`src/rtl/ioctl_sdram_loader.sv`:
```
// ROM download engine: captures ioctl bytes for one index into a small FIFO and
// writes them to one or more SDRAM ports over a toggle req/ack handshake.
module ioctl_sdram_loader #(
  parameter int         PORTS      = 2,
  parameter logic [7:0] INDEX      = 8'd0,
  parameter int         FIFO_DEPTH = 4,
  parameter bit         PACK       = 1'b1
) (
  input  logic             clk_sys,
  input  logic             reset,
  input  logic             ioctl_download,
  input  logic [7:0]       ioctl_index,
  input  logic             ioctl_wr,
  input  logic [24:0]      ioctl_addr,
  input  logic [7:0]       ioctl_dout,
  input  logic [PORTS-1:0] port_mask,
  output logic [PORTS-1:0] port_req,
  input  logic [PORTS-1:0] port_ack,
  output logic [22:0]      port_a,
  output logic [1:0]       port_ds,
  output logic [15:0]      port_d,
  output logic             port_we,
  output logic             busy,
  output logic             rom_loaded,
  output logic             overflow
);
  localparam int AW = $clog2(FIFO_DEPTH);
  localparam logic [AW:0] PTR_ONE = {{AW{1'b0}}, 1'b1};

  typedef enum logic [1:0] {IDLE = 2'd0, STAGE = 2'd1, ISSUE = 2'd2, WAIT = 2'd3} state_t;

  state_t           state_r;
  logic [31:0]      fifo_mem_r [FIFO_DEPTH];
  logic [AW:0]      wr_ptr_r;
  logic [AW:0]      rd_ptr_r;
  logic             wr_last_r;
  logic             dl_last_r;
  logic             armed_r;
  logic [22:0]      stage_hi_r;
  logic [7:0]       stage_data_r;
  logic [PORTS-1:0] req_r;
  logic [PORTS-1:0] mask_r;
  logic [22:0]      a_r;
  logic [1:0]       ds_r;
  logic [15:0]      d_r;
  logic             we_r;
  logic             busy_r;
  logic             loaded_r;
  logic             overflow_r;

  logic             fifo_empty_s;
  logic             fifo_full_s;
  logic [23:0]      head_addr_s;
  logic [7:0]       head_data_s;
  logic             adjacent_s;
  logic             push_req_s;
  logic             push_s;
  logic             pop_s;
  logic             unused_s;

  assign unused_s = ioctl_addr[24];

  // FIFO status, head-of-queue view and push/pop decisions
  always_comb begin
    fifo_empty_s = (wr_ptr_r == rd_ptr_r);
    fifo_full_s  = (wr_ptr_r[AW] != rd_ptr_r[AW]) && (wr_ptr_r[AW-1:0] == rd_ptr_r[AW-1:0]);
    head_addr_s  = fifo_mem_r[rd_ptr_r[AW-1:0]][31:8];
    head_data_s  = fifo_mem_r[rd_ptr_r[AW-1:0]][7:0];
    adjacent_s   = (head_addr_s == {stage_hi_r, 1'b1});
    push_req_s   = ioctl_wr && !wr_last_r && ioctl_download && (ioctl_index == INDEX);
    if (state_r == IDLE) begin
      pop_s = !fifo_empty_s;
    end else if (state_r == STAGE) begin
      // a non-adjacent head stays queued and becomes the next IDLE candidate
      pop_s = !fifo_empty_s && adjacent_s;
    end else begin
      pop_s = 1'b0;
    end
    push_s = push_req_s && (!fifo_full_s || pop_s);
  end

  // FIFO storage
  always_ff @(posedge clk_sys) begin
    if (push_s) fifo_mem_r[wr_ptr_r[AW-1:0]] <= {ioctl_addr[23:0], ioctl_dout};
  end

  // Capture edge detect, FIFO pointers and status flags
  always_ff @(posedge clk_sys) begin
    if (reset) begin
      wr_last_r  <= 1'b0;
      dl_last_r  <= 1'b0;
      wr_ptr_r   <= {(AW+1){1'b0}};
      rd_ptr_r   <= {(AW+1){1'b0}};
      overflow_r <= 1'b0;
      busy_r     <= 1'b0;
      we_r       <= 1'b0;
      loaded_r   <= 1'b0;
      armed_r    <= 1'b0;
    end else begin
      wr_last_r <= ioctl_wr;
      dl_last_r <= ioctl_download;
      if (push_s) wr_ptr_r <= wr_ptr_r + PTR_ONE;
      if (pop_s) rd_ptr_r <= rd_ptr_r + PTR_ONE;
      if (push_req_s && !push_s) overflow_r <= 1'b1;
      busy_r <= push_s || !fifo_empty_s || (state_r != IDLE);
      if (push_s) we_r <= 1'b1;
      else if (!ioctl_download && fifo_empty_s && (state_r == IDLE)) we_r <= 1'b0;
      if (ioctl_download && !dl_last_r && (ioctl_index == INDEX)) begin
        loaded_r <= 1'b0;
        armed_r  <= 1'b1;
      end else if (armed_r && !ioctl_download && fifo_empty_s && (state_r == IDLE)) begin
        loaded_r <= 1'b1;
        armed_r  <= 1'b0;
      end
    end
  end

  // Write-forming and handshake state machine
  always_ff @(posedge clk_sys) begin
    if (reset) begin
      state_r      <= IDLE;
      stage_hi_r   <= 23'd0;
      stage_data_r <= 8'd0;
      req_r        <= {PORTS{1'b0}};
      mask_r       <= {PORTS{1'b0}};
      a_r          <= 23'd0;
      ds_r         <= 2'b00;
      d_r          <= 16'd0;
    end else begin
      case (state_r)
        IDLE: begin
          if (!fifo_empty_s) begin
            a_r <= head_addr_s[23:1];
            if (PACK && !head_addr_s[0]) begin
              stage_hi_r   <= head_addr_s[23:1];
              stage_data_r <= head_data_s;
              state_r      <= STAGE;
            end else begin
              ds_r    <= head_addr_s[0] ? 2'b10 : 2'b01;
              d_r     <= {head_data_s, head_data_s};
              state_r <= ISSUE;
            end
          end
        end
        STAGE: begin
          if (!fifo_empty_s && adjacent_s) begin
            ds_r    <= 2'b11;
            d_r     <= {head_data_s, stage_data_r};
            state_r <= ISSUE;
          end else if (!fifo_empty_s || !ioctl_download) begin
            ds_r    <= 2'b01;
            d_r     <= {stage_data_r, stage_data_r};
            state_r <= ISSUE;
          end
        end
        ISSUE: begin
          mask_r  <= port_mask;
          req_r   <= req_r ^ port_mask;
          state_r <= (port_mask == {PORTS{1'b0}}) ? IDLE : WAIT;
        end
        WAIT: begin
          if (((port_ack ^ req_r) & mask_r) == {PORTS{1'b0}}) state_r <= IDLE;
        end
        default: state_r <= IDLE;
      endcase
    end
  end

  assign port_req   = req_r;
  assign port_a     = a_r;
  assign port_ds    = ds_r;
  assign port_d     = d_r;
  assign port_we    = we_r;
  assign busy       = busy_r;
  assign rom_loaded = loaded_r;
  assign overflow   = overflow_r;
endmodule

```
`config.mk`:
```
export PLATFORM = sky130hd
export DESIGN_NAME = ioctl_sdram_loader
export DESIGN_NICKNAME = d
export VERILOG_FILES = /design/src/rtl/ioctl_sdram_loader.sv
export SDC_FILE = /design/constraint.sdc
export NUM_CORES = 1
export LEC_CHECK = 0
export CAP_MARGIN = 20
export CORE_MARGIN = 1
export CORE_UTILIZATION = 56
export CTS_CLUSTER_DIAMETER = 60
export DETAILED_ROUTE_END_ITERATION = 10
export GPL_TIMING_DRIVEN = 0
export PLACE_DENSITY_LB_ADDON = 0.08
export SLEW_MARGIN = 20
export SYNTH_ARGS = -nofsm -noshare
export SYNTH_HDL_FRONTEND = slang
export SYNTH_SLANG_ARGS = --single-unit
```
`constraint.sdc`:
```
create_clock -name clk_sys -period 6.2 [get_ports clk_sys]
set_clock_uncertainty 0.15 [all_clocks]
set_input_delay 0.93 -clock clk_sys [delete_from_list [all_inputs] [get_ports clk_sys]]
set_output_delay 0.93 -clock clk_sys [all_outputs]
set_load 0.01 [all_outputs]
```
==> flow_summary.yaml, run 1 <==
critical_path:
  crit_path_cell_trace: "buf_2 -> buf_2 -> buf_2 -> mux2i_1 -> nor2_1 -> a2111o_1 -> a2111oi_0 -> nand4_1 -> buf_2 -> a21o_1 -> nor2_4 -> buf_16"
  crit_type: "reg -> reg"
  critical-path-slowest-cell: "nor2_4"
  crit_arrival_ps: 4640
  cp_data_required_time_ps: 6240
  crit_top_cell: "buf_2"
  setup.worst_path.start_class: "flip-flop"
  setup.worst_path.end_class: "flip-flop"
  slowest_delay_ps: 530
  timing.critical_path.fanout_max: 17
  crit_path_buf_inv_count: 5
  worst_path_dominant_cell_family: "buffers and inverters"
  reg2reg_slack_ps: 1610
placement:
  io_buffers: 94
  placed_instance_area_um2: 10300
  dp_hpwl_um: 14900
  detailedPlace.worstSlack_ps: 1600
  placed_cells: 1028
  gp_congestion: 0.921
timing:
  final-setup-viol-count: 0
  final_period_minus_worst_setup_slack_ps: 4590
  slew_headroom: 0.285
  finalHoldViolCount: 0
  report.final.slew_viol_count: 0
  min_period_over_period: 0.740
  timing.setup.tns_ps: 0
  worst_slack_ps: 1610
  fmaxAchievable_mhz: 218
  timing_worst_slew_pin_value_ps: 1060
  grt_setup_unrepaired: "false"
finish:
  synthToLayoutAreaGrowth_pct: 22.5
  seqCellArea_um2: 5710
  layout.cells.non_filler: 1069
  insertedDiodeCount: 0
  final_layout_size_suffix_gt1_frac: 0.0950
  final_common_cell: "edfxtp_1"
  nNetsFinal: 891
  fillCellCount: 1178
  area_occupied_by_multi_input_gates_um2: 3090
  highest_count_cells_in_the_layout_ignoring_fill_and_taps: "128 x edfxtp_1, 125 x nand2_1, 94 x clkdlybuf4s50_1"
  fin_area_um2: 11000
global_route:
  antenna_found_initial: 0
  grt_start_max_net_pins: 27
  grt_pass1_vias: 6223
  gr-usage-all-layers: 0.258
  global_route.overflow_total: 0
  first_pass_grt_wire_length_um: 32100
synth:
  synth-edff-count: 128
  synth.ff_latch_count: 221
  synthFlopType: "edfxtp_1"
  syn-instance-count: 714
  synth_nets: 768
  yosys_warnings: 0
  avgSynthCellArea_um2: 12.6
  synthDistinctLibCells: 51
  ys_seq_area_frac: 0.633
  synthesis.area_um2: 9010
  synth-async-reset-ratio: 0
route:
  vias_per_cell: 5.66
  ant_nets: 0
  wirelength_um: 20600
  average_wire_length_per_cell_after_detail_routing_um: 19.3
  route.vias.total: 6055
  drc: 0
  detail_route.iter0.violations: 331
  drt_pre_antenna_iters: 5
floorplanning:
  ports_placed_on_the_boundary: 96
  starting_utilization_of_the_core_area: 0.571
  die_h_um: 129
  chipWidth_um: 129
  rows: 46
  die_area_um2: 16600
  core_area_um2: 15800
clock_tree:
  clk_root_buffer_cell: "clkbuf_16"
  insertion_delay_ps: 490
  numClockSinks: 221
  h-tree-depth: 1
  cts-resized-gates: 0
  clock_path_buffers: 3
  cts_tree: "built"
  ctsHoldBuffers: 0
  cts_setup_buffers: 0
  clkSlewWorstSetupHoldPaths_ps: 60
  cts_buffers: 23
power:
  total_leakage_power_nw: 3.58
  power_per_cell_area_nw_per_um2: 363
  p_total_mw: 4.01
  peakVddDrop_mv: 0.272
outcome:
  result_of_the_run: "complete, no violations"
min_path:
  worst_min_delay_path_class: "reg -> reg"
flow_run:
  max_cap_violations: 0
[worst paths after layout]
kind | startpoint | to | cells past startpoint
min | mask_r[0]$_SDFFE_PP0P_ | mask_r[0]$_SDFFE_PP0P_ | 2
min reg2reg | mask_r[0]$_SDFFE_PP0P_ | mask_r[0]$_SDFFE_PP0P_ | 2
max reg2reg | flip-flop | fifo_mem_r[3][31]$_DFFE_PP_ | 12
max | flip-flop | fifo_mem_r[3][31]$_DFFE_PP_ | 12
[synthesized netlist by cell type, types with 5 or more instances]
cell type | instances | area share
mux4_2 | 16 | 0.040
nor3_1 | 12 | 0.0067
xor2_1 | 8 | 0.0078
nand3_1 | 5 | 0.0028
mux2i_1 | 36 | 0.040
dfxtp_1 | 93 | 0.21
a211oi_1 | 8 | 0.0067
nor2b_1 | 8 | 0.0056
xnor2_1 | 12 | 0.012
nand2b_1 | 9 | 0.0062
nor2_1 | 30 | 0.012
nor3b_1 | 7 | 0.0058
nand4_1 | 6 | 0.0042
a21oi_1 | 79 | 0.044
edfxtp_1 | 128 | 0.43
buf_2 | 8 | 0.0044
ha_1 | 5 | 0.0069
and2_1 | 5 | 0.0035
o2111ai_1 | 5 | 0.0049
o21ai_0 | 11 | 0.0061
clkbuf_1 | 26 | 0.011
inv_1 | 10 | 0.0042
mux4_1 | 10 | 0.029
nand2_1 | 125 | 0.052
[kinds of logic (layout without fill, tap and decap cells)]
family / count (synthesis) / count (layout) / share of synthesized area
buffers and inverters: 52 / 191 / 0.0253
xor gates and xnor gates: 23 / 23 / 0.0249
DFF: 221 / 221 / 0.633
and+or+nand+nor: 217 / 217 / 0.107
AOI/OAI and AO/OA: 130 / 130 / 0.0886
adders and majority gates: 5 / 5 / 0.00694
muxes: 66 / 66 / 0.114
[metal layers]
metal	vias to the layer above	global-route usage	routed length (um)
met5	-	0	0
met4	0	0.106	648
met3	38	0.0412	1230
met2	195	0.446	9940
met1	2950	0.324	8800
li1	2872	-	-
[worst register-to-register path, cell delays in order, from the launching register on]
cell	delay, ps
dfxtp_1	310
buf_2	220
buf_2	400
buf_2	380
mux2i_1	350
nor2_1	100
a2111o_1	410
a2111oi_0	350
nand4_1	310
buf_2	290
a21o_1	240
nor2_4	530
buf_16	240
[sequential cells by signal (all words and copies together), names as in the netlist, named ones only]
name,flops
port_we,1
fifo_mem_r,128
wr_ptr_r,3
stage_data_r,8
port_ds,2
stage_hi_r,23
wr_last_r,1
state_r,2
rd_ptr_r,3
rom_loaded,1
mask_r,2
dl_last_r,1
armed_r,1
busy,1
overflow,1
port_d,16
port_a,23
port_req,2
[layout make-up]
class	instances	share of cell area
clock inverters	13	0.00827
well taps	216	0.0245
inverters	10	0.00340
multi-input cells	441	0.280
flip-flops and latches	221	0.517
plain buffers	42	0.0172
repair buffers	98	0.0932
clock buffers	28	0.0566
[power by group]
part	switching [mW]	internal, mW	total, mW
combinational	0.537	0.443	0.980
clock	0.533	0.756	1.29
sequential	0.0795	1.66	1.74
total	1.15	2.86	4.01
[metrics by stage]
stage	util	hold WS (ps)
2_1_floorplan	-	286
3_3_place_gp	0.648	296
3_5_place_dp	0.655	300
4_1_cts	0.700	308
5_1_grt	0.700	326
6_report	0.700	305
No activity file was read; power rests on OpenSTA's default activity.
==> run 2, diff against run 1 <==
CORE_UTILIZATION = 51   (was 56)
clock period = 4.15 ns   (was 6.2 ns; I/O delays follow)
==> flow_summary.yaml, run 2 (same netlist as run 1, synthesis figures left out) <==
floorplanning:
  die_area_um2: 18200
  die_h_um: 135
  starting_utilization_of_the_core_area: 0.521
  chipWidth_um: 135
  ports_placed_on_the_boundary: 96
  rows: 48
  core_area_um2: 17300
timing:
  report.final.slew_viol_count: 0
  timing_worst_slew_pin_value_ps: 880
  finalHoldViolCount: 0
  min_period_over_period: 0.972
  final-setup-viol-count: 0
  final_period_minus_worst_setup_slack_ps: 4030
  slew_headroom: 0.406
  grt_setup_unrepaired: "false"
  fmaxAchievable_mhz: 248
route:
  detail_route.iter0.violations: 310
  ant_nets: 0
  drt_pre_antenna_iters: 5
  wirelength_um: 21400
  drc: 0
  vias_per_cell: 5.62
  route.vias.total: 6082
  average_wire_length_per_cell_after_detail_routing_um: 19.8
clock_tree:
  insertion_delay_ps: 500
  cts_buffers: 23
  cts_tree: "built"
  h-tree-depth: 1
  clock_path_buffers: 3
  numClockSinks: 221
  clkSlewWorstSetupHoldPaths_ps: 60
  ctsHoldBuffers: 0
  clk_root_buffer_cell: "clkbuf_16"
placement:
  placed_cells: 1037
  io_buffers: 94
  placed_instance_area_um2: 10400
  gp_congestion: 0.896
  dp_hpwl_um: 15200
global_route:
  grt_pass1_vias: 6232
  gr-usage-all-layers: 0.244
  global_route.overflow_total: 0
  antenna_found_initial: 0
  grt_start_max_net_pins: 20
  first_pass_grt_wire_length_um: 33500
finish:
  fillCellCount: 1302
  synthToLayoutAreaGrowth_pct: 24.5
  seqCellArea_um2: 5710
  highest_count_cells_in_the_layout_ignoring_fill_and_taps: "128 x edfxtp_1, 125 x nand2_1, 94 x clkdlybuf4s50_1"
  insertedDiodeCount: 0
  final_common_cell: "edfxtp_1"
  nNetsFinal: 896
  area_occupied_by_multi_input_gates_um2: 3110
  layout.cells.non_filler: 1083
  fin_area_um2: 11200
  largest_register_ffs: 128
  final_layout_size_suffix_gt1_frac: 0.104
flow_run:
  max_cap_violations: 0
critical_path:
  setup.worst_path.start_class: "flip-flop"
  crit_type: "reg -> reg"
  crit_arrival_ps: 4080
  cp_data_required_time_ps: 4200
  timing.critical_path.fanout_max: 17
  setup.worst_path.end_class: "flip-flop"
min_path:
  source_of_the_worst_hold_timing_path: "port_a[16]$_SDFFE_PP0P_"
  worst_min_delay_path_class: "reg -> reg"
outcome:
  result_of_the_run: "complete, no violations"
power:
  peakVddDrop_mv: 0.407
  total_leakage_power_nw: 3.66
  power_per_cell_area_nw_per_um2: 544
run 2: worst paths after layout:
check                                endpoint  slack (ps)  depth (start not counted)
setup / recovery  fifo_mem_r[3][16]$_DFFE_PP_         120                         12
hold / removal        port_a[16]$_SDFFE_PP0P_         310                          2
setup reg to reg  fifo_mem_r[3][16]$_DFFE_PP_         120                         12
hold reg to reg       port_a[16]$_SDFFE_PP0P_         310                          2
run 2: area by class of cell:
class,count,area share
plain buffers,41,0.0171
repair buffers,104,0.102
well taps,225,0.0251
inverters,10,0.00334
clock buffers,31,0.0584
clock inverters,10,0.00847
multi-input cells,441,0.277
flip-flops and latches,221,0.509
run 2: metrics by stage:
stage	TNS, ps	power (mW)	util	setup slack [ps]	hold slack [ps]
5_1_grt	0	6.37	0.649	8.76	331
3_5_place_dp	-57750	4.12	0.599	-558	304
2_1_floorplan	0	3.53	-	326	286
4_1_cts	0	6.14	0.648	104	312
6_report	0	6.11	0.649	117	311
3_3_place_gp	-180540	4.08	0.592	-1500	293
run 2: worst max-delay path, cell delays in order, from the launching register on:
cell and delay (ps):
dfxtp_1 310, buf_2 210, buf_2 350, clkbuf_4 340
mux2i_1 250, o32ai_1 100, a2111oi_0 530, and4b_1 290
nand4_1 220, buf_2 290, a21o_1 240, nor2_4 240
buf_16 200
run 2: timing repair:
item                       4_1_cts  5_1_grt
setup endpoints to repair      128      127
resized for setup                5        4
pin swaps                        4        0
setup buffers                    6        0
run 2: routing by layer:
metal | track usage | routed length [um] | part of all wire
met1 | 0.315 | 9100 | 0.42
met4 | 0.0811 | 503 | 0.023
met2 | 0.429 | 10700 | 0.50
met5 | 0 | 0 | 0
met3 | 0.0282 | 1120 | 0.052
run 2: power breakdown:
| part | leakage, nW | total [mW] | switching, mW | internal (mW) |
|---|---|---|---|---|
| sequential | 1.90 | 2.61 | 0.124 | 2.49 |
| combinational | 1.39 | 1.48 | 0.813 | 0.664 |
| clock | 0.373 | 2.02 | 0.796 | 1.22 |
==> run 3, diff against run 2 <==
ABC_CLOCK_PERIOD_IN_PS = 4150   (was unset)
==> results of run 3 <==
Same layout as run 2: the final DEF is identical, and so are final timing and power.
